File: config.mk
export PLATFORM = sky130hd
export DESIGN_NAME = irq_ctrl
export DESIGN_NICKNAME = d
export VERILOG_FILES = /design/src/rtl/irq_pkg.sv /design/src/rtl/irq_prio_enc.sv /design/src/rtl/irq_ctrl.sv
export SDC_FILE = /design/constraint.sdc
export NUM_CORES = 1
export LEC_CHECK = 0
export ABC_AREA = 1
export ABC_CLOCK_PERIOD_IN_PS = 1580
export BUFFER_PORTS_ARGS = -buffer_cell sky130_fd_sc_hd__buf_2
export CAP_MARGIN = 20
export CORE_AREA = 4 4 41 43
export DETAILED_ROUTE_END_ITERATION = 7
export DIE_AREA = 0 0 45 47
export PLACE_DENSITY = 0.72
export SETUP_SLACK_MARGIN = 0.05
export SLEW_MARGIN = 0
export SYNTH_ARGS = -nofsm -noshare
export SYNTH_HDL_FRONTEND = slang
export SYNTH_SLANG_ARGS = --single-unit
File: constraint.sdc
create_clock -name clk -period 1.58 [get_ports clk]
set_input_delay 0.158 -clock clk [delete_from_list [all_inputs] [get_ports clk]]
set_output_delay 0.158 -clock clk [all_outputs]
set_load 0.01 [all_outputs]
File: src/rtl/irq_pkg.sv
// irq_pkg -- shared types and helpers for the interrupt controller.
//   irq_state_e    : controller FSM state (IDLE / REQ / INSVC)
//   IRQ_N_SRC_DEF  : default number of interrupt sources
//   irq_id_w()     : cause-ID width for a given source count
package irq_pkg;

    localparam int IRQ_N_SRC_DEF = 4;

    typedef enum logic [1:0] {
        IDLE  = 2'd0,
        REQ   = 2'd1,
        INSVC = 2'd2
    } irq_state_e;

    // A single source still needs a 1-bit ID.
    function automatic int irq_id_w(input int n);
        return (n <= 1) ? 1 : $clog2(n);
    endfunction

endpackage

File: src/rtl/irq_prio_enc.sv
// irq_prio_enc -- combinational fixed-priority encoder, lowest index wins.
//   req   in  N   request vector
//   valid out 1   any request set
//   id    out W   index of lowest set request (0 when none)
module irq_prio_enc #(
    parameter int N = 4,
    parameter int W = 2
) (
    input  logic [N-1:0] req,
    output logic         valid,
    output logic [W-1:0] id
);

    always_comb begin
        id = '0;
        // Scan downwards so the lowest set index is the last write.
        for (int i = N - 1; i >= 0; i--) begin
            if (req[i]) id = W'(i);
        end
    end

    assign valid = |req;

endmodule

File: src/rtl/irq_ctrl.sv
// irq_ctrl -- interrupt controller feeding the core's single interrupt input.
// Captures N_SRC sources (edge or level per EDGE_MASK), masks them, picks the
// lowest-index eligible one and runs the request -> ack -> in-service -> done
// handshake. One interrupt in service at a time, no nesting.
//
// Ports:
//   clk        in   1      core clock
//   rst        in   1      asynchronous reset, active low
//   src_irq    in   N_SRC  raw interrupt lines
//   en_mask    in   N_SRC  per-source enable
//   global_en  in   1      global interrupt enable
//   int_ack    in   1      core took the trap for int_id (pulse)
//   int_done   in   1      core executed mret (pulse)
//   int_req    out  1      interrupt request to the core
//   int_id     out  ID_W   cause ID being requested / in service
//   pending    out  N_SRC  pending bits
//   in_service out  1      high while an interrupt is being serviced
//
// Build option: define IRQ_SYNC_EN to put a 2-flop synchronizer on every
// src_irq bit (adds two cycles of latency). Without it src_irq must be
// synchronous to clk.
module irq_ctrl
    import irq_pkg::*;
#(
    parameter int               N_SRC     = IRQ_N_SRC_DEF,
    parameter logic [N_SRC-1:0] EDGE_MASK = {N_SRC{1'b1}},
    localparam int              ID_W      = irq_id_w(N_SRC)
) (
    input  logic             clk,
    input  logic             rst,
    input  logic [N_SRC-1:0] src_irq,
    input  logic [N_SRC-1:0] en_mask,
    input  logic             global_en,
    input  logic             int_ack,
    input  logic             int_done,
    output logic             int_req,
    output logic [ID_W-1:0]  int_id,
    output logic [N_SRC-1:0] pending,
    output logic             in_service
);

    irq_state_e       state;
    logic [N_SRC-1:0] src_s;
    logic [N_SRC-1:0] src_prev;
    logic [N_SRC-1:0] pend_nxt;
    logic [N_SRC-1:0] eligible;
    logic             win_vld;
    logic [ID_W-1:0]  win_id;
    logic             ack_take;

    // ---------------------------------------------------------------- input
`ifdef IRQ_SYNC_EN
    logic [N_SRC-1:0] sync_q1, sync_q2;

    always_ff @(posedge clk or negedge rst) begin
        if (!rst) begin
            sync_q1 <= '0;
            sync_q2 <= '0;
        end else begin
            sync_q1 <= src_irq;
            sync_q2 <= sync_q1;
        end
    end

    assign src_s = sync_q2;
`else
    assign src_s = src_irq;
`endif

    // ------------------------------------------------------- pending capture
    // Only an ack actually taken in REQ clears an edge-pending bit.
    assign ack_take = (state == REQ) && int_ack;

    for (genvar i = 0; i < N_SRC; i++) begin : g_src
        if (EDGE_MASK[i]) begin : g_edge
            // New rising edge wins over a same-cycle ack clear.
            assign pend_nxt[i] = (src_s[i] & ~src_prev[i]) |
                                 (pending[i] & ~(ack_take && (int_id == ID_W'(i))));
        end else begin : g_level
            assign pend_nxt[i] = src_s[i];
        end
    end

    always_ff @(posedge clk or negedge rst) begin
        if (!rst) begin
            src_prev <= '0;
            pending  <= '0;
        end else begin
            src_prev <= src_s;
            pending  <= pend_nxt;
        end
    end

    // ----------------------------------------------------------- arbitration
    assign eligible = pending & en_mask;

    irq_prio_enc #(
        .N (N_SRC),
        .W (ID_W)
    ) u_prio (
        .req   (eligible),
        .valid (win_vld),
        .id    (win_id)
    );

    // ------------------------------------------------------------------ FSM
    // int_id is latched on entry to REQ and held through INSVC, so a later
    // higher-priority arrival never changes the ID the core is looking at.
    always_ff @(posedge clk or negedge rst) begin
        if (!rst) begin
            state      <= IDLE;
            int_req    <= 1'b0;
            int_id     <= '0;
            in_service <= 1'b0;
        end else begin
            case (state)
                IDLE: begin
                    if (global_en && win_vld) begin
                        state   <= REQ;
                        int_req <= 1'b1;
                        int_id  <= win_id;
                    end
                end
                REQ: begin
                    // An ack means the core already trapped, so it beats withdraw.
                    if (int_ack) begin
                        state      <= INSVC;
                        int_req    <= 1'b0;
                        in_service <= 1'b1;
                    end else if (!global_en || !eligible[int_id]) begin
                        state   <= IDLE;
                        int_req <= 1'b0;
                    end
                end
                INSVC: begin
                    if (int_done) begin
                        state      <= IDLE;
                        in_service <= 1'b0;
                    end
                end
                default: begin
                    state      <= IDLE;
                    int_req    <= 1'b0;
                    in_service <= 1'b0;
                end
            endcase
        end
    end

endmodule
==> After elaboration in Yosys (flattened, before gate mapping) <==
Index checks and enable logic that the tools add are counted.
{ "word_totals": {"ff_bits": 14, "out_inout_bits": 8, "word_cells": 73} }
{ "op_classes": {"n_lt_le_gt_ge": 1, "eq_ne": 9, "n_mux": 18, "bitwise": 23, "n_reduce_logical": 16} }
{ "op_table": {"columns": ["cell", "n"], "rows": [
  ["$mux 2", 8],
  ["$not 1->1", 10],
  ["$reduce_and 3->1", 3],
  ["$and 1x1->1", 8],
  ["$eq 2x2->1 const B", 3],
  ["$logic_and 1x1->1", 6],
  ["$mux 1", 6],
  ["$ne 2x2->1 const B", 3],
  ["$pmux 1 s3", 2],
  ["$pmux 2 s3", 1],
  ["$and 4x4->4", 1],
  ["$eq 2x1->1 const B", 2],
  ["$logic_not 2->1", 2],
  ["$or 1x1->1", 4],
  ["$reduce_or 4->1", 1],
  ["$lt 2x3->1 const B", 1],
  ["$ne 3x2->1 const B", 1],
  ["$bmux 1 s2", 1],
  ["$logic_not 1->1", 2],
  ["$reduce_and 2->1", 1],
  ["$logic_or 1x1->1", 1]
]} }

==> Longest topological paths before layout <==
{ "depth": {"word_depth": 8, "mapped_depth": 9} }

==> Cells and area by module <==
A second synthesis with hierarchy kept.
{ "unflattened": {"cells_unflattened": 76, "hier_area_um2": 638.1} }
{ "modules_own_cells": {"columns": ["mod", "n_inst", "cells_each", "area_each_um2"], "rows": [
  ["irq_ctrl", 1, 67, 591.8],
  ["irq_prio_enc", 1, 9, 46.3]
]} }

==> Worst setup path before layout <==
No wires, ideal clock.
{ "synth_path": {"kind": "flip-flop to flip-flop", "start": "register pending[1]", "end": "register int_id[0]", "t_arrival_ns": 0.984, "required_ns": 1.462, "setup_slack_ns": 0.478, "path_stages_with_launch": 7, "path_cell_list": "dfrtp_1 > nand2_1 > nand2_2 > o21ai_2 > or2_4 > nand2_1 > o21ai_2"} }
{ "synth_between": {"elab_chain_cells": 4} }
{ "synth_rtl": {"columns": ["element", "line_no", "rtl"], "rows": [
  ["start, declared", "irq_ctrl.sv:38", "output logic [N_SRC-1:0] pending,"],
  ["start signal, assigned", "irq_ctrl.sv:90", "pending <= pend_nxt;"],
  ["$and 4x4->4 *", "irq_ctrl.sv:95", "assign eligible = pending & en_mask;"],
  ["$reduce_or 4->1", "irq_prio_enc.sv:22", "assign valid = |req;"],
  ["$logic_and 1x1->1", "irq_ctrl.sv:118", "if (global_en && win_vld) begin"],
  ["$reduce_and 2->1 (no source line)", null, null],
  ["end signal, assigned", "irq_ctrl.sv:121", "int_id <= win_id;"],
  ["end, declared", "irq_ctrl.sv:37", "output logic [ID_W-1:0] int_id,"]
]} }
Mark *: on every way between the ends. The rest lies on a longest branch, timed or not.
A chain may end at the register's enable or synchronous reset.

==> Worst setup path after layout <==
{ "layout_path": {"start": "register state[0]", "end": "register int_id[0]"} }
{ "layout_between": {"elab_chain_cells": 2} }
{ "layout_rtl": {"columns": ["element", "line_no", "rtl"], "rows": [
  ["start, declared", "irq_ctrl.sv:42", "irq_state_e state;"],
  ["start signal, assigned", "irq_ctrl.sv:111", "state <= IDLE;"],
  ["start signal, assigned", "irq_ctrl.sv:119", "state <= REQ;"],
  ["start signal, assigned", "irq_ctrl.sv:127", "state <= INSVC;"],
  ["$logic_not 2->1", "irq_ctrl.sv:116", "case (state)"],
  ["$reduce_and 2->1 (no source line)", null, null]
]} }
Every way passes these cells.

==> results.yml <==
final_layout:
  nets: 113
  layout-drive-gt1-share: 0.3265
  num_antenna_cells: 0
  syn_to_final_growth_pct: 27.24
  final_cells: 113
  num-fill-cells: 138
critical_path:
  cp.arrival_ns: 1.34
  r2r_cells: 5
  worstSetupPathType: "reg2reg"
  path_depth: 5
  critical-path-top-delay-family: "simple AND/OR/NAND/NOR gates"
  cpPeakStageDelay_ns: 0.42
  end_kind: "flop"
  worst_path_max_delay_cell: "dfrtp_1"
  cp-start-kind: "flop"
  path_cells: "nor2_2 > clkinv_1 > or2_4 > nand2_1 > o21ai_2"
  worstPathRequired_ns: 1.76
  path_max_fanout: 5
  cp_num_buf_inv: 1
routing:
  dr.pass1.iters: 4
  met3_length_microns: 79
  drt_iter0_drc: 6
  highest_layer: "met4"
  vias: 556
  antenna_left: 0
  route.met2.wl_microns: 690
  drc: 0
  drt-wirelength-per-cell_microns: 11.86
  vias_per_cell: 4.920
  wl_met1_microns: 557
  routed_wl_mm: 1.340
outcome:
  violations: "hold timing"
  status: "finished with violations"
place:
  pre_cts_slack_ns: 0.4173
  dp_cells: 107
  numPortBuffers: 20
  dp_hpwl_mm: 1.053
  place_congestion: 0.7554
floorplan:
  die_x_microns: 45
  ios: 21
  core_sq_um: 1301
  die_area_sq_um: 2115
  rows: 13
  initial_core_util: 0.4837
  die_h_microns: 47
hold_path:
  min_path_type: "in2reg"
  holdPathStages: 1
sta:
  fin_ws_ns: 0.4149
  drv_slew: 0
  whs_ns: -0.003412
  fin_setup_tns_ns: 0
  period_needed_ns: 1.165
  setup_violations: 0
  relSlewSlack: 0.7933
  finalCritPeriodShare: 0.7374
  clock_skew_ns: 0.003198
  tightest_slew_ns: 0.3100
  rsz0062_at_grt: "no"
  finalHoldViolations: 2
  clock.fmax_ghz: 0.8583
clock_network:
  clkSinkCount: 14
  root_buffer: "clkbuf_4"
  cts_tree: "done"
  h-tree-depth: 1
  cts.repair.resized: 0
  clkLatencyLatePin_ns: 0.28
  cts_made_buffers: 3
  clk_pin_slew_ns: 0.08
  cts_buffer_depth: 2
synthesis:
  async_flop_share: 1.000
  synth_fp_nets: 85
  yosys_warnings: 0
  synth_common_cells: "nand2_1, dfrtp_1, inv_1"
  yosysTopAreaCell: "dfrtp_1"
  synth-edff-count: 0
  netlist.area_leader.share: 0.5567
  ys_ff_latch: 14
  synth_top_flop_cell: "dfrtp_1"
  netlist_top_cells_area: "dfrtp_1, nand2_1, inv_1"
  syn-cell-area_sq_um: 629.4
  syn_inst: 72
  post-synth-top-count-cell: "nand2_1"
  yosysUniqueCellTypes: 18
  syn_avg_cell_area_sq_um: 8.741
  yosysSeqAreaShare: 0.5567
job:
  drv_cap: 0
power_and_ir_drop:
  leakagePower_nw: 0.4188
  powerDensity_nw_per_um2: 1524
  vdd_drop_max_mv: 0.8163
grt:
  grt_max_degree: 15
  grt_overflow: 0
  grt_antenna_before_repair: 0
  grt_pass1_wl_mm: 2.097
  grt_usage: 0.1398
  grt_pass1_vias: 553
[logic make-up (layout without fill, tap and decap cells)]
group,Yosys count,count (layout),share of synthesized area
and+or+nand+nor,36,36,0.2605
buffers and inverters,9,35,0.05367
DFF,14,14,0.5567
AOI/OAI and AO/OA,13,13,0.1292
[final cells by class]
class | instances | area (sq um) | share of cell area
Tap cell | 15 | 18.77 | 0.02344
Sequential cell | 14 | 350.3 | 0.4375
Clock buffer | 3 | 22.52 | 0.02812
Inverter | 9 | 33.78 | 0.04219
Multi-Input combinational cell | 49 | 245.2 | 0.3062
Timing Repair Buffer | 23 | 130.1 | 0.1625
[state kept, by name (all words and copies together), names as in the netlist]
signal	cells
int_req	1
in_service	1
src_prev	4
state	2
pending	4
int_id	2
[cell usage in the layout (no fill, tap or decap)]
master / count
clkbuf_4: 3
buf_2: 20
nor2_1: 5
o21ai_1: 3
inv_2: 1
nand3_1: 5
nand2_2: 2
nand3b_1: 1
inv_1: 7
nand2_1: 19
o21ai_2: 2
or2_1: 1
a21oi_2: 1
and3_2: 1
nor2_2: 1
o31ai_1: 2
dlygate4sd3_1: 3
o21ai_0: 5
dfrtp_1: 14
clkinv_1: 1
or2_4: 1
[final timing paths]
check | start | end | slack, ns
max | state[0] | int_id[0] | 0.41
min | src_irq[2] | src_prev[2] | -0.003
max reg2reg | state[0] | int_id[0] | 0.41
min reg2reg | src_prev[1] | pending[1] | 0.41
max in group asynchronous | rst | src_prev[2] | 1.04
min in group asynchronous | rst | int_id[1] | 0.30
[per-layer routing]
metal | track usage | vias to the layer above
met5 | 0 | -
met4 | 0.08772 | 0
met3 | 0.03065 | 2
met2 | 0.2514 | 14
met1 | 0.1480 | 257
li1 | - | 283
[report_power, final]
| part | total, mW | switching [mW] | internal (mW) |
|---|---|---|---|
| Sequential | 0.551 | 0.0942 | 0.457 |
| Combinational | 0.467 | 0.272 | 0.195 |
| Clock | 0.202 | 0.114 | 0.0884 |
[per-stage QoR]
step                instance area, sq um  power, mW  hold WS (ns)    util
CTS                                800.8      1.224     0.0003191  0.6154
detailed placement                 748.2      1.023       0.06871  0.5750
finish                             800.8      1.220     -0.003412  0.6154
global route                       800.8      1.303      0.005016  0.6154
global placement                   748.2      1.013       0.06857  0.5750
floorplan                          629.4     0.8505       -0.1376       -
[timing repair]
action / 4_1_cts / 5_1_grt
endpoints found under the hold margin: 16 / 0
setup buffers: 0 / 0
endpoints found under the setup margin: 0 / 0
hold buffers: 3 / 0
No activity file was read; power rests on OpenSTA's default activity.
